==> src/rtl/hilo_unit.sv <==
// hilo_unit: issues mult/div ops, captures results into HI/LO and stalls readers while busy
module hilo_unit #(
    parameter int MUL_LAT = 1
) (
    input  logic        clk,
    input  logic        reset,
    input  logic        op_valid,
    input  logic [2:0]  op_code,
    input  logic [31:0] rs_val,
    input  logic [31:0] rt_val,
    input  logic        rd_hi,
    input  logic        rd_lo,
    output logic        stall,
    output logic [31:0] hi_out,
    output logic [31:0] lo_out,
    output logic        mul_ena,
    output logic [31:0] mul_a,
    output logic [31:0] mul_b,
    input  logic [63:0] mul_z,
    output logic        div_start,
    output logic        div_signed,
    output logic [31:0] div_a,
    output logic [31:0] div_b,
    input  logic [31:0] div_q,
    input  logic [31:0] div_r,
    input  logic        div_done
);
    localparam int CW = $clog2(MUL_LAT + 1);

    typedef enum logic [1:0] {S_IDLE, S_MUL, S_DIV} state_t;

    state_t        state;
    logic [CW-1:0] cnt;
    logic [31:0]   op_a;
    logic [31:0]   op_b;
    logic          uns;
    logic          is_mul;
    logic          is_div;
    logic          is_cmd;
    logic [63:0]   prod;

    assign is_mul = op_valid & (op_code == 3'd1 | op_code == 3'd2);
    assign is_div = op_valid & (op_code == 3'd3 | op_code == 3'd4);
    assign is_cmd = op_valid & (op_code != 3'd0) & (op_code != 3'd7);
    assign mul_a  = op_a;
    assign mul_b  = op_b;
    assign div_a  = op_a;
    assign div_b  = op_b;
    assign stall  = (state != S_IDLE) & (rd_hi | rd_lo | is_cmd);

    // Turn the signed multiplier product into an unsigned one by adding back the sign-weighted cross terms
    always_comb begin
        prod = mul_z;
        if (uns)
            prod = mul_z + {(op_a[31] ? op_b : 32'd0), 32'd0} + {(op_b[31] ? op_a : 32'd0), 32'd0};
    end

    // Control FSM: accept commands in IDLE, wait out the multiplier count or the divider done pulse
    always_ff @(posedge clk or posedge reset) begin
        if (reset) begin
            state      <= S_IDLE;
            cnt        <= '0;
            op_a       <= '0;
            op_b       <= '0;
            uns        <= 1'b0;
            hi_out     <= '0;
            lo_out     <= '0;
            mul_ena    <= 1'b0;
            div_start  <= 1'b0;
            div_signed <= 1'b0;
        end else begin
            case (state)
                S_IDLE: begin
                    if (is_mul) begin
                        op_a    <= rs_val;
                        op_b    <= rt_val;
                        uns     <= (op_code == 3'd2);
                        cnt     <= CW'(MUL_LAT);
                        mul_ena <= 1'b1;
                        state   <= S_MUL;
                    end else if (is_div) begin
                        op_a       <= rs_val;
                        op_b       <= rt_val;
                        div_signed <= (op_code == 3'd3);
                        if (rt_val != 32'd0) begin
                            div_start <= 1'b1;
                            state     <= S_DIV;
                        end
                    end else if (op_valid && op_code == 3'd5) begin
                        hi_out <= rs_val;
                    end else if (op_valid && op_code == 3'd6) begin
                        lo_out <= rs_val;
                    end
                end
                S_MUL: begin
                    if (cnt == '0) begin
                        {hi_out, lo_out} <= prod;
                        mul_ena          <= 1'b0;
                        state            <= S_IDLE;
                    end else begin
                        cnt <= cnt - CW'(1);
                    end
                end
                S_DIV: begin
                    div_start <= 1'b0;
                    if (div_done) begin
                        lo_out <= div_q;
                        hi_out <= div_r;
                        state  <= S_IDLE;
                    end
                end
                default: state <= S_IDLE;
            endcase
        end
    end
endmodule

==> config.mk <==
export PLATFORM = sky130hd
export DESIGN_NAME = hilo_unit
export DESIGN_NICKNAME = d
export VERILOG_FILES = /design/src/rtl/hilo_unit.sv
export SDC_FILE = /design/constraint.sdc
export NUM_CORES = 1
export LEC_CHECK = 0
export CAP_MARGIN = 15
export CORE_ASPECT_RATIO = 0.7
export CORE_MARGIN = 4
export CORE_UTILIZATION = 44
export DETAILED_ROUTE_END_ITERATION = 6
export GPL_TIMING_DRIVEN = 0
export PLACE_DENSITY = 0.8
export SYNTH_ARGS = -nofsm -noshare
export SYNTH_HDL_FRONTEND = slang
export SYNTH_SLANG_ARGS = --single-unit
==> constraint.sdc <==
create_clock -name clk -period 5.15 [get_ports clk]
set_input_delay 0.7725 -clock clk [delete_from_list [all_inputs] [get_ports clk]]
set_output_delay 0.7725 -clock clk [all_outputs]
set_load 0.005 [all_outputs]
==> metrics.md, run 1 <==
| Metric | Value |
|---|---|
| Share of synthesized area occupied by flip-flops and latches | 34.8% |
| Post-synth design cell area | 9700 µm² |
| M1 GR Usage | 42.1% |
| Setup clock skew after layout | 12.2 ps |
| Crit Reg-Reg Startpoint | div_b[31]$_DFFE_PP0P_ |
| Net Sw Power | 5.05 mW |
| Hold worst-path end | hi_out[15]$_DFFE_PP0P_ |
| Internal power | 6.31 mW |
| RSZ-0062 raised after global routing | no |
| Post-Syn Instances | 1010 |
| Number of nets in the layout | 1690 |
| Final Routed Wirelength | 40500 µm |
| Cell count after placement | 1687 |
| GPL Wtd Cong | 0.947 |
| Worst hold slack across all endpoints | 481 ps |
| Power per unit of standard cell area | 777 nW/µm² |
| Non-filler instance count after layout | 1719 |
| Min-delay src | hi_out[15]$_DFFE_PP0P_ |
| Resize count post-CTS | 0 |
| Maximum clock rate | 207 MHz |
| Violation count after the first detailed-route iteration | 941 |
| Post-synth cell types | 51 |
| Leading cell type in the layout, fill and taps excluded | sky130_fd_sc_hd__clkdlybuf4s50_1 |
| Number of buffers inserted during clock tree synthesis | 17 |
| Final core utilization | 67.5% |
| Synth Net Count | 1276 |
| Synth Area per Inst | 9.60 µm² |
| Buffers inserted by post-CTS timing repair | 0 |
| GRT Util Overall | 32.2% |
| Quantity of hold-fixing buffers added after cts | 0 |
| Cell count of the worst reg-to-reg path | 14 |
| Ports placed on the boundary | 397 |
| Area of the die | 24500 µm² |
| CTS H-tree depth | 4 |
| Sum of overflow across all layers after global routing | 0 |
| Max_cap viols | 0 |
| Met3 Usage GRT | 7.58% |
| Transition time at the pin with the least slew margin | 930 ps |
| Worst skew pair latency | 430 ps |
| Final worst-path cycle share | 93.9% |
| Slew headroom | 37.8% |
| Reg2Reg Setup Slack | 320 ps |
| Result of the run | completed |
| Required time at the endpoint of the critical path | 5490 ps |
| Worst Setup Start Kind | flip-flop |
| Post-synth top area cell | sky130_fd_sc_hd__dfrtp_1 |
| Highest-count cells in the layout ignoring fill and taps | sky130_fd_sc_hd__clkdlybuf4s50_1 (394), sky130_fd_sc_hd__dfrtp_1 (135), sky130_fd_sc_hd__mux2_2 (106) |
| First-pass iteration count of the detailed router | 5 |
| Ys async rst share | 100% |
| Leakage power summed over all cells | 6.10 nW |
| Fin crit period | 4830 ps |
| Power after layout | 11.4 mW |
| Hold violation count in the final report | 0 |
| Largest net degree at the start of global routing | 83 |
| Row cnt | 45 |
| Initial core utilization | 44.8% |
| Summed negative setup slack over all endpoints | 0 ps |
| PortBufs | 394 |
| Logic pwr share | 69.8% |
| Number of global-route vias before repair | 10200 |
| Register bit count reported by yosys | 135 |
| # setup viols final | 0 |
| Power share of the sequential group | 18.9% |
| Routed wirelength normalized by instance count | 23.6 µm |
| Xor and xnor fraction of the mapped netlist area | 2.08% |
| Count of filler cells inserted in the layout | 1791 |
| Number of remaining DRC errors | 0 |
| Post-synth top area share | 34.8% |
| Worst-case clock buffer depth | 2 |
| Post-layout worst setup margin | 315 ps |
| Global-route wire length before repair | 60000 µm |
| Initial antenna violation count | 1 |
| Number of vias in the routed layout | 9970 |
| Critical register-to-register path endpoint | hi_out[31]$_DFFE_PP0P_ |
| Width of the die | 185 µm |
| Fraction of synthesized area in multiplexers | 12.6% |
| Top_reg_cell synth | sky130_fd_sc_hd__dfrtp_1 |
| Number of synthesized flops with an enable pin | 0 |
| Worst Hold Class | flip-flop to flip-flop |
| TritonCTS clock tree | built |
| Max Slew Vio Count | 0 |
| WP data arrival | 5170 ps |
| Complex-gate fraction of the synthesized area | 17.3% |
| Synthesized-area fraction occupied by adder cells | 10.9% |
| Layer carrying the most global-route usage | met2 |
| Buffer type at the clock tree root | sky130_fd_sc_hd__clkbuf_16 |
| DP Wirelength | 32800 µm |
| Antenna viol nets, final | 0 |
| Max VDD drop | 0.000456 V |
| DP Area | 14000 µm² |
| Clock-pin slew on the worst setup and hold paths | 70 ps |
| Hold Path Depth | 2 |
| Post-synthesis to final-layout area growth | 50.7% |
| Total number of yosys warnings | 0 |
| Synth area leaders | sky130_fd_sc_hd__dfrtp_1 (35%), sky130_fd_sc_hd__mux2_2 (12%), sky130_fd_sc_hd__fa_1 (6.6%), sky130_fd_sc_hd__buf_4 (5.0%), sky130_fd_sc_hd__ha_1 (4.3%) |
| Sw Ratio | 44.5% |
| Post-Synth Simple-Gate Area | 14.6% |
| Top fanout value on the critical path | 10 |
| Classification of the worst setup path | flip-flop to flip-flop |
| Sequential Area | 3380 µm² |
| GR Util met2 | 53.1% |
| Clock Power Share | 11.3% |
| Cell area after layout | 14600 µm² |
| Via density per instance | 5.80 |
| Endpoint class of the critical path | flip-flop |
| Die outline height | 132 µm |
| Combinational family with the most area after synthesis | compound AO/OA/AOI/OAI gates |
| Multi-input logic area | 5570 µm² |
| Share of layout cells above drive strength 1 | 14.3% |
| Minimum setup slack after placement | 435 ps |
| Area of the core | 21700 µm² |
| Clock net sink count | 135 |
[power by group through the flow]
stage / clock, mW / sequential (mW) / combinational (mW)
global placement: 0 / 2.14 / 7.70
global route: 1.33 / 2.20 / 8.65
floorplan: 0 / 1.99 / 4.59
finish: 1.28 / 2.15 / 7.94
CTS: 1.28 / 2.14 / 7.85
detailed placement: 0 / 2.15 / 7.81
[layout make-up]
type | instances | share of cell area (%)
multi-input cells | 738 | 38.1
repair buffers | 395 | 27.2
flip-flops and latches | 135 | 23.1
plain buffers | 125 | 4.86
clock buffers | 17 | 2.91
well taps | 282 | 2.41
clock inverters | 14 | 1.13
inverters | 12 | 0.342
diodes | 1 | 0.0171
[synth_stat cells (29+ instances only)]
master and number:
sky130_fd_sc_hd__nand2_1 103, sky130_fd_sc_hd__a22oi_1 34, sky130_fd_sc_hd__ha_1 33, sky130_fd_sc_hd__clkbuf_1 54
sky130_fd_sc_hd__nor2_1 50, sky130_fd_sc_hd__a21oi_1 76, sky130_fd_sc_hd__o31ai_1 29, sky130_fd_sc_hd__buf_4 64
sky130_fd_sc_hd__and2_1 65, sky130_fd_sc_hd__mux2_2 106, sky130_fd_sc_hd__dfrtp_1 135, sky130_fd_sc_hd__o21ai_0 30
sky130_fd_sc_hd__fa_1 32
[logic make-up (layout without fill, tap and decap cells)]
| logic type | count (synthesis) | count (layout) |
|---|---|---|
| fa+ha+maj | 65 | 65 |
| other cells | 0 | 1 |
| compound gates | 252 | 252 |
| simple gates | 289 | 289 |
| buf+inv | 137 | 563 |
| mux | 109 | 109 |
| xor+xnor | 23 | 23 |
| flops | 135 | 135 |
[worst max path at each step]
| stage | from | end | slack (ps) |
|---|---|---|---|
| after global placement | reset | div_a[27]$_DFFE_PP0P_ | -1250 |
| after CTS | div_b[31]$_DFFE_PP0P_ | hi_out[31]$_DFFE_PP0P_ | 420 |
| after floorplan | reset | cnt$_DFFE_PP0P_ | 770 |
| final | div_b[31]$_DFFE_PP0P_ | hi_out[31]$_DFFE_PP0P_ | 320 |
| after global routing | div_b[31]$_DFFE_PP0P_ | hi_out[31]$_DFFE_PP0P_ | 250 |
| after detailed placement | mul_z[33] | hi_out[31]$_DFFE_PP0P_ | 440 |
[worst max-delay path: stages, from the launching register on]
cell	delay [ps]
sky130_fd_sc_hd__dfrtp_1	610
sky130_fd_sc_hd__clkbuf_1	500
sky130_fd_sc_hd__and2_1	230
sky130_fd_sc_hd__fa_1	420
sky130_fd_sc_hd__ha_1	240
sky130_fd_sc_hd__fa_1	410
sky130_fd_sc_hd__a21o_1	220
sky130_fd_sc_hd__a221o_1	380
sky130_fd_sc_hd__a21o_1	230
sky130_fd_sc_hd__a21o_1	240
sky130_fd_sc_hd__and3b_1	230
sky130_fd_sc_hd__o31a_1	280
sky130_fd_sc_hd__or3_1	370
sky130_fd_sc_hd__xor2_1	170
sky130_fd_sc_hd__o32ai_2	190
[routing by layer]
layer  share of wire, %  vias up
met2                 48      582
met4                2.7        0
met1                 40     4916
met3                 10       69
li1                   -     4403
met5                  0        -
[state kept, by name, summed over array words and instances, names as in the netlist]
signal      cells
uns             1
hi_out         32
div_b          32
div_start       1
div_a          32
state           2
div_signed      1
cnt             1
lo_out         32
mul_ena         1
(Power assumes the default switching activity.)
==> inputs of run 2 (changes only) <==
--- a/config.mk
+++ b/config.mk
@@ -8,10 +8,12 @@
 export CAP_MARGIN = 15
 export CORE_ASPECT_RATIO = 0.7
 export CORE_MARGIN = 4
-export CORE_UTILIZATION = 44
+export CORE_UTILIZATION = 45
+export CTS_BUF_LIST = sky130_fd_sc_hd__clkbuf_8
 export DETAILED_ROUTE_END_ITERATION = 6
 export GPL_TIMING_DRIVEN = 0
-export PLACE_DENSITY = 0.8
+export PLACE_DENSITY = 0.81
+export SKIP_LAST_GASP = 1
 export SYNTH_ARGS = -nofsm -noshare
 export SYNTH_HDL_FRONTEND = slang
 export SYNTH_SLANG_ARGS = --single-unit
==> run 2 against run 1 <==
Clock skew up 5.4 ps; core utilization grew 1.3 points; non-clock buffer count unchanged; worst setup slack worse by 13 ps; first-iteration DRC count is 11% lower; die area is 2.1% lower; critical path type unchanged; clock power fell by 27%; final cell count fell by 0.41%; sequential share of layout area up 0.33 points; count of clock-buffer cells in the layout stayed put; critical endpoint unchanged; total power decreased by 3.6%; critical path depth stayed put.
==> metrics.md, run 2 (synthesized netlist as in run 1, its figures left out) <==
| Metric | Value |
|---|---|
| Result of the run | completed |
| Clock net sink count | 135 |
| TritonCTS clock tree | built |
| Antenna fix cells | 0 |
| Initial core utilization | 46.2% |
| Highest-count cells in the layout ignoring fill and taps | sky130_fd_sc_hd__clkdlybuf4s50_1 (394), sky130_fd_sc_hd__dfrtp_1 (135), sky130_fd_sc_hd__mux2_2 (106) |
| Hold violation count in the final report | 0 |
| Non-filler instance count after layout | 1712 |
| Via density per instance | 5.76 |
| Fin crit period | 4850 ps |
| Share of layout cells above drive strength 1 | 14.3% |
| Final Routed Wirelength | 39400 µm |
| Setup clock skew after layout | 17.6 ps |
| Die outline height | 131 µm |
| Worst hold slack across all endpoints | 486 ps |
| Number of buffers inserted during clock tree synthesis | 17 |
| Worst Hold Class | flip-flop to flip-flop |
| Max Slew Vio Count | 0 |
| Buffers inserted by post-CTS timing repair | 0 |
| Minimum setup slack after placement | 413 ps |
| Number of nets in the layout | 1690 |
| Width of the die | 183 µm |
| Number of vias in the routed layout | 9853 |
| Quantity of hold-fixing buffers added after cts | 0 |
| Crit Reg-Reg Startpoint | div_b[31]$_DFFE_PP0P_ |
| Buffer type at the clock tree root | sky130_fd_sc_hd__clkbuf_8 |
| Number of global-route vias before repair | 10100 |
| Maximum clock rate | 206 MHz |
| Sum of buffers and inverters on the critical path | 1 |
| Top fanout value on the critical path | 10 |
| Stage delay of the slowest cell on the critical path | 650 ps |
| CP most frequent cell | sky130_fd_sc_hd__a21o_1 |
| Dominant delay contributor by cell family on the critical path | compound AO/OA/AOI/OAI gates |
| Post-layout worst setup margin | 302 ps |
| PortBufs | 394 |
| DP Wirelength | 32000 µm |
| Leading cell type in the layout, fill and taps excluded | sky130_fd_sc_hd__clkdlybuf4s50_1 |
| Count of filler cells inserted in the layout | 1737 |
| Transition time at the pin with the least slew margin | 974 ps |
| Sum of overflow across all layers after global routing | 0 |
| Global-route wire length before repair | 58200 µm |
| Final worst-path cycle share | 94.1% |
| Endpoint class of the critical path | flip-flop |
| Violation count after the first detailed-route iteration | 836 |
| Cell count after placement | 1681 |
| Min-delay src | hi_out[30]$_DFFE_PP0P_ |
| Clock-pin slew on the worst setup and hold paths | 90 ps |
| Sequential Area | 3380 µm² |
| Antenna viol nets, final | 0 |
| Leakage power summed over all cells | 6.00 nW |
| Slowest CP cell | sky130_fd_sc_hd__dfrtp_1 |
| Multi-input logic area | 5570 µm² |
| Worst Setup SP | div_b[31]$_DFFE_PP0P_ |
| Resize count post-CTS | 0 |
| Max VDD drop | 0.000365 V |
| Max_cap viols | 0 |
| # setup viols final | 0 |
| Power after layout | 11.0 mW |
| CTS H-tree depth | 4 |
| Area of the die | 24000 µm² |
| Power per unit of standard cell area | 760 nW/µm² |
| Area of the core | 21000 µm² |
| Row cnt | 44 |
| Routed wirelength normalized by instance count | 23.0 µm |
| GRT Util Overall | 32.2% |
| Cell chain of the critical path | clkbuf_1 > and2_1 > fa_1 > ha_1 > fa_1 > a21o_1 > a221o_1 > a21o_1 > a21o_1 > and3b_1 > o31a_1 > or3_1 > xor2_1 > o32ai_2 |
| Largest net degree at the start of global routing | 70 |
| Initial antenna violation count | 1 |
| Ports placed on the boundary | 397 |
| Worst Setup Start Kind | flip-flop |
| GPL Wtd Cong | 0.942 |
| Worst-case clock buffer depth | 2 |
| Worst skew pair latency | 450 ps |
| Slew headroom | 34.9% |
| First-pass iteration count of the detailed router | 6 |
| Required time at the endpoint of the critical path | 5510 ps |
| WP data arrival | 5210 ps |
| Classification of the worst setup path | flip-flop to flip-flop |
| Number of remaining DRC errors | 0 |
| Post-synthesis to final-layout area growth | 48.6% |
| RSZ-0062 raised after global routing | no |
## run 2: cell count changes in the layout (fill, tap and decap cells not counted)
cell and change:
sky130_fd_sc_hd__clkbuf_8 +17, sky130_fd_sc_hd__inv_8 -2, sky130_fd_sc_hd__diode_2 -1, sky130_fd_sc_hd__clkbuf_16 -17, sky130_fd_sc_hd__clkinv_4 +1, sky130_fd_sc_hd__inv_6 +1
## run 2: worst paths after layout
path                                          endpoint  slack, ps  depth (start not counted)
worst min register to register  hi_out[30]$_DFFE_PP0P_        490                          2
worst min-delay path            hi_out[30]$_DFFE_PP0P_        490                          2
worst max register to register  hi_out[31]$_DFFE_PP0P_        300                         14
worst max-delay path            hi_out[31]$_DFFE_PP0P_        300                         14
max in group asynchronous        div_a[19]$_DFFE_PP0P_       3570                          3
min in group asynchronous        lo_out[4]$_DFFE_PP0P_        790                          2
## run 2: cell type report
class	instances	area share (%)
Multi-Input combinational cell	738	38.6
Timing Repair Buffer	395	27.5
Sequential cell	135	23.4
Buffer	125	4.93
Tap cell	276	2.40
Clock buffer	17	1.62
Clock inverter	14	1.11
Inverter	12	0.347
## run 2: per-layer routing
| layer | global-route usage [%] | vias up | share of wire (%) |
|---|---|---|---|
| li1 | - | 4391 | - |
| met1 | 41.3 | 4828 | 40 |
| met2 | 51.8 | 543 | 46 |
| met3 | 9.44 | 89 | 10 |
| met4 | 12.5 | 2 | 3.7 |
| met5 | 0 | - | 0.033 |
## run 2: power breakdown
part | internal (mW) | total, mW | switching, mW | leakage [nW]
registers | 1.59 | 2.13 | 0.544 | 1.61
logic | 3.99 | 7.89 | 3.90 | 4.21
clock network | 0.440 | 0.929 | 0.489 | 0.192
## run 2: per-stage QoR
stage	utilization [%]	instance area (µm²)	TNS [ps]
3_5_place_dp	66.9	14000	0
4_1_cts	68.7	14400	0
3_3_place_gp	66.7	14000	-167880
5_1_grt	68.7	14400	0
2_1_floorplan	-	9700	0
6_report	68.7	14400	0
## run 2: tightest hold or removal path, cell delays in order, from the launching register on
cell and delay, ps:
sky130_fd_sc_hd__dfrtp_1 350, sky130_fd_sc_hd__nand2_1 50, sky130_fd_sc_hd__o31ai_1 50
==> inputs of run 3 (changes only) <==
--- a/config.mk
+++ b/config.mk
@@ -8,11 +8,10 @@
 export CAP_MARGIN = 15
 export CORE_ASPECT_RATIO = 0.7
 export CORE_MARGIN = 4
-export CORE_UTILIZATION = 45
-export CTS_BUF_LIST = sky130_fd_sc_hd__clkbuf_8
+export CORE_UTILIZATION = 44
 export DETAILED_ROUTE_END_ITERATION = 6
 export GPL_TIMING_DRIVEN = 0
-export PLACE_DENSITY = 0.81
+export PLACE_DENSITY = 0.8
 export SKIP_LAST_GASP = 1
 export SYNTH_ARGS = -nofsm -noshare
 export SYNTH_HDL_FRONTEND = slang
==> results of run 3 <==
The final DEF is identical to that of run 1; final timing and power are the same.
